### config.mk
export PLATFORM = sky130hd
export DESIGN_NAME = alu_exec_stage
export DESIGN_NICKNAME = d
export VERILOG_FILES = /design/src/rtl/alu_pkg.sv /design/src/rtl/alu.sv /design/src/rtl/alu_exec_stage.sv
export SDC_FILE = /design/constraint.sdc
export NUM_CORES = 1
export LEC_CHECK = 0
export CAP_MARGIN = 10
export CELL_PAD_IN_SITES_DETAIL_PLACEMENT = 0
export CELL_PAD_IN_SITES_GLOBAL_PLACEMENT = 1
export CORE_MARGIN = 2
export CORE_UTILIZATION = 38
export DETAILED_ROUTE_END_ITERATION = 12
export GPL_TIMING_DRIVEN = 0
export PLACE_DENSITY_LB_ADDON = 0.1
export SLEW_MARGIN = 20
export SYNTH_ARGS = -nofsm -noshare
export SYNTH_HDL_FRONTEND = slang
export SYNTH_HIERARCHICAL = 1
export SYNTH_SLANG_ARGS = --single-unit
export TNS_END_PERCENT = 20
### constraint.sdc
create_clock -name clk -period 3 [get_ports clk]
set_input_delay 0.3 -clock clk [delete_from_list [all_inputs] [get_ports clk]]
set_output_delay 0.3 -clock clk [all_outputs]
set_load 0.02 [all_outputs]
### src/rtl/alu_pkg.sv
// -----------------------------------------------------------------------------
// alu_pkg
//   Shared definitions for the 8-bit ALU and its execute-stage wrapper:
//   datapath constants, the opcode encoding and an opcode legality check.
// -----------------------------------------------------------------------------
package alu_pkg;

  localparam int DW  = 8;  // datapath width
  localparam int RW  = 3;  // register index width (8 architectural registers)
  localparam int OPW = 5;  // opcode width

  // Result returned for an undefined opcode.
  localparam logic [DW-1:0] ALU_ERR_VAL = 8'hFF;

  typedef enum logic [OPW-1:0] {
    OP_AND = 5'b00000,
    OP_OR  = 5'b00001,
    OP_NOT = 5'b00010,
    OP_XOR = 5'b00011,
    OP_ADD = 5'b00100,
    OP_SUB = 5'b00101,
    OP_LSL = 5'b10000,
    OP_LSR = 5'b10001
  } alu_op_e;

  // Legality comes from the encoding itself, never from the result value:
  // SUB 0-1 legitimately produces ALU_ERR_VAL.
  function automatic logic is_valid_op(input logic [OPW-1:0] op);
    case (op)
      OP_AND, OP_OR, OP_NOT, OP_XOR,
      OP_ADD, OP_SUB, OP_LSL, OP_LSR: return 1'b1;
      default:                        return 1'b0;
    endcase
  endfunction

endpackage : alu_pkg

### src/rtl/alu.sv
// -----------------------------------------------------------------------------
// alu
//   Purely combinational 8-bit unsigned ALU. Results are truncated to DW.
//
//   i_op      opcode (alu_op_e encoding)
//   i_in1     first operand
//   i_in2     second operand; also the full shift amount for LSL/LSR
//   o_result  result; ALU_ERR_VAL for an undefined opcode
// -----------------------------------------------------------------------------
module alu
  import alu_pkg::*;
(
  input  logic [OPW-1:0] i_op,
  input  logic [DW-1:0]  i_in1,
  input  logic [DW-1:0]  i_in2,
  output logic [DW-1:0]  o_result
);

  always_comb begin
    // NOTE: assign a default before the case so every path drives o_result
    // and no latch is inferred.
    o_result = ALU_ERR_VAL;
    case (i_op)
      OP_AND:  o_result = i_in1 & i_in2;
      OP_OR:   o_result = i_in1 | i_in2;
      OP_XOR:  o_result = i_in1 ^ i_in2;
      OP_NOT:  o_result = (i_in1 == '0) ? {{(DW-1){1'b0}}, 1'b1} : '0;
      OP_ADD:  o_result = i_in1 + i_in2;
      OP_SUB:  o_result = i_in1 - i_in2;
      // The whole of i_in2 is the shift amount, so any amount >= DW
      // shifts every bit out and yields 0.
      OP_LSL:  o_result = i_in1 << i_in2;
      OP_LSR:  o_result = i_in1 >> i_in2;
      default: o_result = ALU_ERR_VAL;
    endcase
  end

endmodule : alu

### src/rtl/alu_exec_stage.sv
// -----------------------------------------------------------------------------
// alu_exec_stage
//   Execute-stage wrapper around the 8-bit ALU. Two registered stages:
//     S1: operands, opcode, rd, wen  (ALU evaluates S1 combinationally)
//     S2: result, zero, err, rd, wen (drives the writeback outputs)
//   valid/ready handshakes on both sides; 1 op/cycle throughput; results in
//   flight are forwarded into operands being accepted so dependent ops
//   never stall.
//
//   clk, rst_n                   clock (rising edge), async active-low reset
//   in_valid / in_ready          decode handshake (in_ready is independent
//                                of in_valid)
//   in_op                        ALU opcode
//   in_rs1_idx / in_rs2_idx      source register indices (forwarding compare)
//   in_rs1_val / in_rs2_val      register-file read data
//   in_rd_idx, in_wen            destination register and write enable
//   out_valid / out_ready        writeback handshake
//   out_rd_idx, out_wen          registered destination and write enable
//   out_result, out_zero         registered result and result==0
//   out_err                      opcode was not a defined ALU operation
// -----------------------------------------------------------------------------
module alu_exec_stage #(
  parameter int DW  = alu_pkg::DW,   // must match the ALU
  parameter int RW  = alu_pkg::RW,
  parameter int OPW = alu_pkg::OPW
) (
  input  logic           clk,
  input  logic           rst_n,
  input  logic           in_valid,
  output logic           in_ready,
  input  logic [OPW-1:0] in_op,
  input  logic [RW-1:0]  in_rs1_idx,
  input  logic [RW-1:0]  in_rs2_idx,
  input  logic [DW-1:0]  in_rs1_val,
  input  logic [DW-1:0]  in_rs2_val,
  input  logic [RW-1:0]  in_rd_idx,
  input  logic           in_wen,
  output logic           out_valid,
  input  logic           out_ready,
  output logic [RW-1:0]  out_rd_idx,
  output logic           out_wen,
  output logic [DW-1:0]  out_result,
  output logic           out_zero,
  output logic           out_err
);

  import alu_pkg::*;

  // S1 registers
  logic           r_s1_valid;
  logic [OPW-1:0] r_s1_op;
  logic [DW-1:0]  r_s1_a;
  logic [DW-1:0]  r_s1_b;
  logic [RW-1:0]  r_s1_rd;
  logic           r_s1_wen;

  // S2 registers
  logic           r_s2_valid;
  logic [DW-1:0]  r_s2_result;
  logic           r_s2_zero;
  logic           r_s2_err;
  logic [RW-1:0]  r_s2_rd;
  logic           r_s2_wen;

  logic           w_s2_adv;
  logic           w_s1_adv;
  logic           w_accept;
  logic [DW-1:0]  w_alu_result;
  logic [DW-1:0]  w_rs1_fwd;
  logic [DW-1:0]  w_rs2_fwd;

  // Handshake: S2 frees when empty or drained; S1 frees when it moves on.
  assign w_s2_adv = !r_s2_valid || out_ready;
  assign w_s1_adv = r_s1_valid && w_s2_adv;
  assign in_ready = !r_s1_valid || w_s2_adv;
  assign w_accept = in_valid && in_ready;

  alu u_alu (
    .i_op     (r_s1_op),
    .i_in1    (r_s1_a),
    .i_in2    (r_s1_b),
    .o_result (w_alu_result)
  );

  // Forwarding. S1 is youngest, so it wins over S2. An accept with S1 valid
  // implies S1 is advancing, so its ALU output is the value about to retire
  // into S2. S2 still forwards in its handoff cycle because the register
  // file commit of that value is not visible to decode until the next cycle.
  always_comb begin
    w_rs1_fwd = in_rs1_val;
    if (r_s1_valid && r_s1_wen && (r_s1_rd == in_rs1_idx)) begin
      w_rs1_fwd = w_alu_result;
    end else if (r_s2_valid && r_s2_wen && (r_s2_rd == in_rs1_idx)) begin
      w_rs1_fwd = r_s2_result;
    end

    w_rs2_fwd = in_rs2_val;
    if (r_s1_valid && r_s1_wen && (r_s1_rd == in_rs2_idx)) begin
      w_rs2_fwd = w_alu_result;
    end else if (r_s2_valid && r_s2_wen && (r_s2_rd == in_rs2_idx)) begin
      w_rs2_fwd = r_s2_result;
    end
  end

  // S1: payload loads only on accept; otherwise it holds.
  always_ff @(posedge clk or negedge rst_n) begin
    if (!rst_n) begin
      // NOTE: payload fields are reset as well as valid so that a reset
      // leaves every observable register at a known zero.
      r_s1_valid <= 1'b0;
      r_s1_op    <= '0;
      r_s1_a     <= '0;
      r_s1_b     <= '0;
      r_s1_rd    <= '0;
      r_s1_wen   <= 1'b0;
    end else begin
      // NOTE: non-blocking assignments so every register samples the
      // pre-edge values, independent of statement order.
      r_s1_valid <= w_accept || (r_s1_valid && !w_s2_adv);
      if (w_accept) begin
        r_s1_op  <= in_op;
        r_s1_a   <= w_rs1_fwd;
        r_s1_b   <= w_rs2_fwd;
        r_s1_rd  <= in_rd_idx;
        r_s1_wen <= in_wen;
      end
    end
  end

  // S2: loads from the ALU when S1 advances; holds while stalled, which
  // keeps every out_* field stable under backpressure.
  always_ff @(posedge clk or negedge rst_n) begin
    if (!rst_n) begin
      r_s2_valid  <= 1'b0;
      r_s2_result <= '0;
      r_s2_zero   <= 1'b0;
      r_s2_err    <= 1'b0;
      r_s2_rd     <= '0;
      r_s2_wen    <= 1'b0;
    end else begin
      r_s2_valid <= w_s1_adv || (r_s2_valid && !out_ready);
      if (w_s1_adv) begin
        r_s2_result <= w_alu_result;
        r_s2_zero   <= (w_alu_result == '0);
        r_s2_err    <= !is_valid_op(r_s1_op);
        r_s2_rd     <= r_s1_rd;
        r_s2_wen    <= r_s1_wen;
      end
    end
  end

  assign out_valid  = r_s2_valid;
  assign out_result = r_s2_result;
  assign out_zero   = r_s2_zero;
  assign out_err    = r_s2_err;
  assign out_rd_idx = r_s2_rd;
  assign out_wen    = r_s2_wen;

endmodule : alu_exec_stage

======== Word-level counts from Yosys, hierarchy flattened ========
Memory sizes are Yosys's and may differ from the RTL's.
Index checks and enable logic that the tools add are counted.
operators by class
  $add $sub $neg .......................... 2
  equal/unequal tests ..................... 11
  shifts and indexed selects .............. 2
  mux-type cells .......................... 7
  bitwise logic cells ..................... 3
  reductions and logical operators ........ 22
operators with widths
  cell                count
  $pmux 8 s8          1
  $mux 8              4
  $logic_not 8->1     2
  $eq 3x3->1          4
  $eq 5x2->1 const B  2
  $eq 5x3->1 const B  2
  $eq 5x5->1 const B  2
  $logic_and 1x1->1   10
  $add 8x8->8         1
  $and 8x8->8         1
  $or 8x8->8          1
  $shl 8x8->8         1
  $shr 8x8->8         1
  $sub 8x8->8         1
  $xor 8x8->8         1
  $eq 5x1->1 const B  1
  $logic_not 1->1     5
  $logic_not 5->1     1
  $logic_or 1x1->1    4
  $mux 1              2
storage, ports and cells
  bits in registers ....................... 41
  bits in read-only memories .............. 32
  input port bits ......................... 35
  output and inout bits ................... 16
  word-level logic and storage cells ...... 60
  memories ................................ 1
memory list
  memory            words  bits a word  rd ports  clocked after Yosys merged registers in  wr ports  RTL line       text
  (name not given)  32     1            1         0                                        0         alu_pkg.sv:29  case (op)

======== Depth between registers and ports, before layout ========
Gate-level depths: netlist (run 1).
  word-level depth ........................ 5
  mapped depth ............................ 16
  depth with buffers taken out ............ 14

======== Cells and area by module ========
Netlist (run 1), hierarchy kept.
by module, submodules not included
  module          times used  cells each  area an instance (sq um)  seq. area each (sq um)
  alu_exec_stage  1           218         2037.0                    1026.0
  alu             1           213         1550.2                    0.0

======== Worst setup path after synthesis (run 1) ========
OpenSTA, ideal clock, no wires.
  kind .................................... reg2reg
  start ................................... register r_s1_b[1]
  end ..................................... register r_s2_zero, in the netlist out_zero
  arrival time ............................ 3.193 ns
  data required time ...................... 2.917 ns
  slack ................................... -0.276 ns
  cell stages (with the launch flop) ...... 16
  path buffers ............................ 2
  cells stage by stage .................... dfrtp_1 buf_2 buf_2 inv_1 ha_1 a31oi_1 xnor2_1 ha_1 mux2i_1 o22ai_1 a2111oi_0 o31ai_1 a221o_1 nor4_1 nand2_1 o21ai_0
between the ends
  longest elaborated chain between the ends .. 3
  elaborated cells between the ends (all ways) .. 9
RTL lines
  item                                 RTL line               text
  start, declared                      alu_exec_stage.sv:53   logic [DW-1:0] r_s1_b;
  start signal, assigned               alu_exec_stage.sv:123  r_s1_b <= w_rs2_fwd;
  $sub 8x8->8 (tied with other cells)  alu.sv:29              OP_SUB: o_result = i_in1 - i_in2;
  $pmux 8 s8 *                         alu.sv:23              case (i_op)
  via w_alu_result[6]                  alu_exec_stage.sv:68   logic [DW-1:0] w_alu_result;
  $logic_not 8->1 *                    alu_exec_stage.sv:144  r_s2_zero <= (w_alu_result == '0);
  end signal, assigned                 alu_exec_stage.sv:144
  end, declared                        alu_exec_stage.sv:60   logic r_s2_zero;
Mark *: on every way through the listed nets, which the timed path passes. The rest lies on a longest branch.
A chain may end at the register's enable or synchronous reset.

======== Worst setup path in the final report (run 1) ========
  start ................................... register r_s1_op[4]
  end ..................................... register r_s2_result[6], in the netlist out_result[6]
between the ends
  longest elaborated chain between the ends .. 2
  elaborated cells between the ends (all ways) .. 9
RTL lines
  item                                RTL line               text
  start, declared                     alu_exec_stage.sv:51   logic [OPW-1:0] r_s1_op;
  start signal, assigned              alu_exec_stage.sv:121  r_s1_op <= in_op;
  $eq 5x5->1 (tied with other cells)  alu.sv:23
  $pmux 8 s8 *                        alu.sv:23
  via w_alu_result[6]                 alu_exec_stage.sv:68
  end signal, assigned                alu_exec_stage.sv:143  r_s2_result <= w_alu_result;
  end, declared                       alu_exec_stage.sv:59   logic [DW-1:0] r_s2_result;
Marks and branches as above.

==> results.ini, run 1 <==
[run_status]
status=finished with violations
failed_checks=setup timing

[floorplan]
die_w_um=101.2
coreArea_sq_um=9196
io_pins=51
rows=35
dieArea_sq_um=10230
floorplan.initialDensity=0.3901
die_h_um=101.2

[placement]
hpwl_mm=9.085
place_ws_ps=-755.6
numPortBuffers=50
gp_congestion=0.9856

[sta]
period_minus_slack_ps=3336
hold_ws_ps=497.2
rsz0062_at_grt=yes
hold_violations=0
fmax_mhz=299.8
fin_worst_skew_ps=9.218
setup_viol=12
fin_ws_ps=-336.0
worst_pin_slew_ps=821.3
slew_violations=0
min_period_over_period=1.112
relSlewSlack=0.4479

[final_layout]
final-seq-area_sq_um=1032
antenna_cells=0
fillers=913
syn2layout_area_growth_pct=31.04
drive_gt1_frac=0.1925
multiInputGateArea_sq_um=2551
fin_nets=568

[yosys]
yosysTopAreaCellShare=0.2860
synth_area_sq_um=3587
synth_top_area_cell=dfrtp_1
synth_edf_count=0
async_reset_ff_frac=1.000
yosysSeqAreaShare=0.2860
synth.area.top_cells=dfrtp_1 (29%), ha_1 (8.4%), nand2_1 (7.3%)
synth_flop_cell=dfrtp_1
yosysMostFrequentCell=nand2_1
syn_inst=431
yosysWarnings=6
synthTopCellsByCount=nand2_1 (70), dfrtp_1 (41), nor2_1 (33), o21ai_0 (33), ha_1 (24)
synth_area_per_cell_sq_um=8.323
ys_types=51
synth_fp_nets=491
ys_seq_elements=41

[clock_network]
clock_sinks=41
tritoncts=built
h-tree-depth=2
clkTransAtPathRegs_ps=80
cts_buffer_depth=2
cts_root_buf=clkbuf_8
cts_buffers=5
worstSkewPairLatency_ps=300

[grt]
grt_pass1_vias=3584
antenna_found_initial=0
overflow=0
grt_max_degree=22
grt_usage=0.2423
grt_pass1_wl_mm=19.03

[routing]
drc=0
totalWireLength_mm=11.87
drtAntennaViolNets=0
dr.first_iter.drc_count=145
routed_via_density=5.711
wl_per_cell_um=19.14
vias=3541
firstDrtPassIters=4

[setup_path]
critPathLaunchType=flip-flop
crit_path_start=r_s1_op[4]$_DFFE_PN0P_
r2r_slack_ps=-340
cp.arrival_ps=3520
rr_worst_depth=13
critical_path.endpoint=out_result[6]$_DFFE_PN0P_
end_kind=flip-flop
required_ps=3190
crit_fanout=5
rr_startpoint=r_s1_op[4]$_DFFE_PN0P_
worstReg2RegEnd=out_result[6]$_DFFE_PN0P_
crit_type=flip-flop to flip-flop

[power_and_ir_drop]
p_leak_uw=0.001907
vdd_drop_max_mv=0.3453
cellPowerDensity_nw_per_um2=681.3

[worst_hold_path]
hold_path_class=flip-flop to flip-flop
hold_start=out_err$_DFFE_PN0P_

[run]
cap_violations=0

final cells by class:
type | instances | area share
multi-input cells | 350 | 0.5427
flip-flops and latches | 41 | 0.2196
repair buffers | 70 | 0.1437
well taps | 111 | 0.02954
plain buffers | 22 | 0.02449
clock buffers | 7 | 0.01837
inverters | 18 | 0.01517
clock inverters | 1 | 0.006388
cells by family after synthesis:
group	Yosys count	share of synthesized area
simple gates	159	0.2142
compound gates	114	0.1988
flops	41	0.2860
buf+inv	40	0.04534
mux	27	0.1050
fa+ha+maj	26	0.09208
xor+xnor	24	0.05860
timing repair:
item,4_1_cts,5_1_grt
gates resized for setup,26,25
buffers inserted,14,4
gates cloned,0,0
pin swaps,14,17
setup endpoints to repair,19,19
hold buffers,1,0
endpoints found under the hold margin,12,0
through the flow:
step	total power, uW	area (sq um)	std cells	setup TNS [ps]	utilization
after global routing	3432	4701	620	-4085	0.5112
after detailed placement	2430	4270	593	-5601	0.4644
after CTS	3050	4571	616	-468.0	0.4970
final	3202	4701	620	-1705	0.5112
after floorplan	1884	3602	431	0	-
after global placement	2421	4242	592	-5756	0.4612
how the worst min path moves through the flow:
stage / endpoint / slack [ps] / cells after the start
after detailed placement: out_result[4]$_DFFE_PN0P_ / 320 / 1
after CTS: out_err$_DFFE_PN0P_ / 500 / 2
after floorplan: out_err$_DFFE_PN0P_ / 4 / 0
after global routing: r_s1_rd[1]$_DFFE_PN0P_ / 530 / 3
final: out_err$_DFFE_PN0P_ / 500 / 2
after global placement: out_err$_DFFE_PN0P_ / 470 / 2
state kept, by name, indices dropped and copies added, names as in the netlist:
signal and flops:
r_s1_rd 3, out_err 1, r_s1_b 8, out_wen 1, out_zero 1, out_result 8, r_s1_a 8, r_s1_wen 1
out_rd_idx 3, r_s1_valid 1, r_s1_op 5, out_valid 1
report_power, final:
| group | switching (uW) | internal, uW | leakage (uW) |
|---|---|---|---|
| sequential | 182 | 673 | 0.000485 |
| combinational | 1010 | 872 | 0.00136 |
| clock | 190 | 271 | 0.0000585 |
| total | 1390 | 1820 | 0.00191 |
layer usage:
| metal | vias to the layer above | global-route usage | share of wire |
|---|---|---|---|
| li1 | 1717 | - | - |
| met1 | 1679 | 0.3178 | 0.44 |
| met2 | 120 | 0.4131 | 0.49 |
| met3 | 25 | 0.02277 | 0.044 |
| met4 | 0 | 0.09563 | 0.029 |
| met5 | - | 0 | 0 |
layout by cell type (no fill, tap or decap), drive strengths merged, types with 4 or more instances in the layout:
cell type	count
mux2i	5
clkbuf	17
clkdlybuf4s50	49
o21ai	51
nand2b	9
nand3	12
nor2	34
nor3	5
mux4	7
inv	17
buf	32
xnor2	16
and2	4
dfrtp	41
mux2	15
nand2	70
nor4	6
xor2	8
a31oi	7
a21oi	15
o211ai	4
ha	24
a221oi	19
critical path, cell delays in order (launching register included):
cell and delay (ps):
dfrtp_2 410, or3b_4 410, nor2_4 170, buf_6 120
a31oi_2 40, xnor2_1 150, ha_1 320, mux2i_1 230
o22ai_1 120, a2111oi_2 340, o31ai_1 130, a221o_2 380
buf_4 160, mux2_2 250
(Power assumes the default switching activity.)
==> run 2: changes to the inputs <==
--- a/config.mk
+++ b/config.mk
@@ -5,7 +5,7 @@
 export SDC_FILE = /design/constraint.sdc
 export NUM_CORES = 1
 export LEC_CHECK = 0
-export CAP_MARGIN = 10
+export CAP_MARGIN = 20
 export CELL_PAD_IN_SITES_DETAIL_PLACEMENT = 0
 export CELL_PAD_IN_SITES_GLOBAL_PLACEMENT = 1
 export CORE_MARGIN = 2
==> results of run 2 <==
Final layout, timing and power as in run 1 (identical DEF).
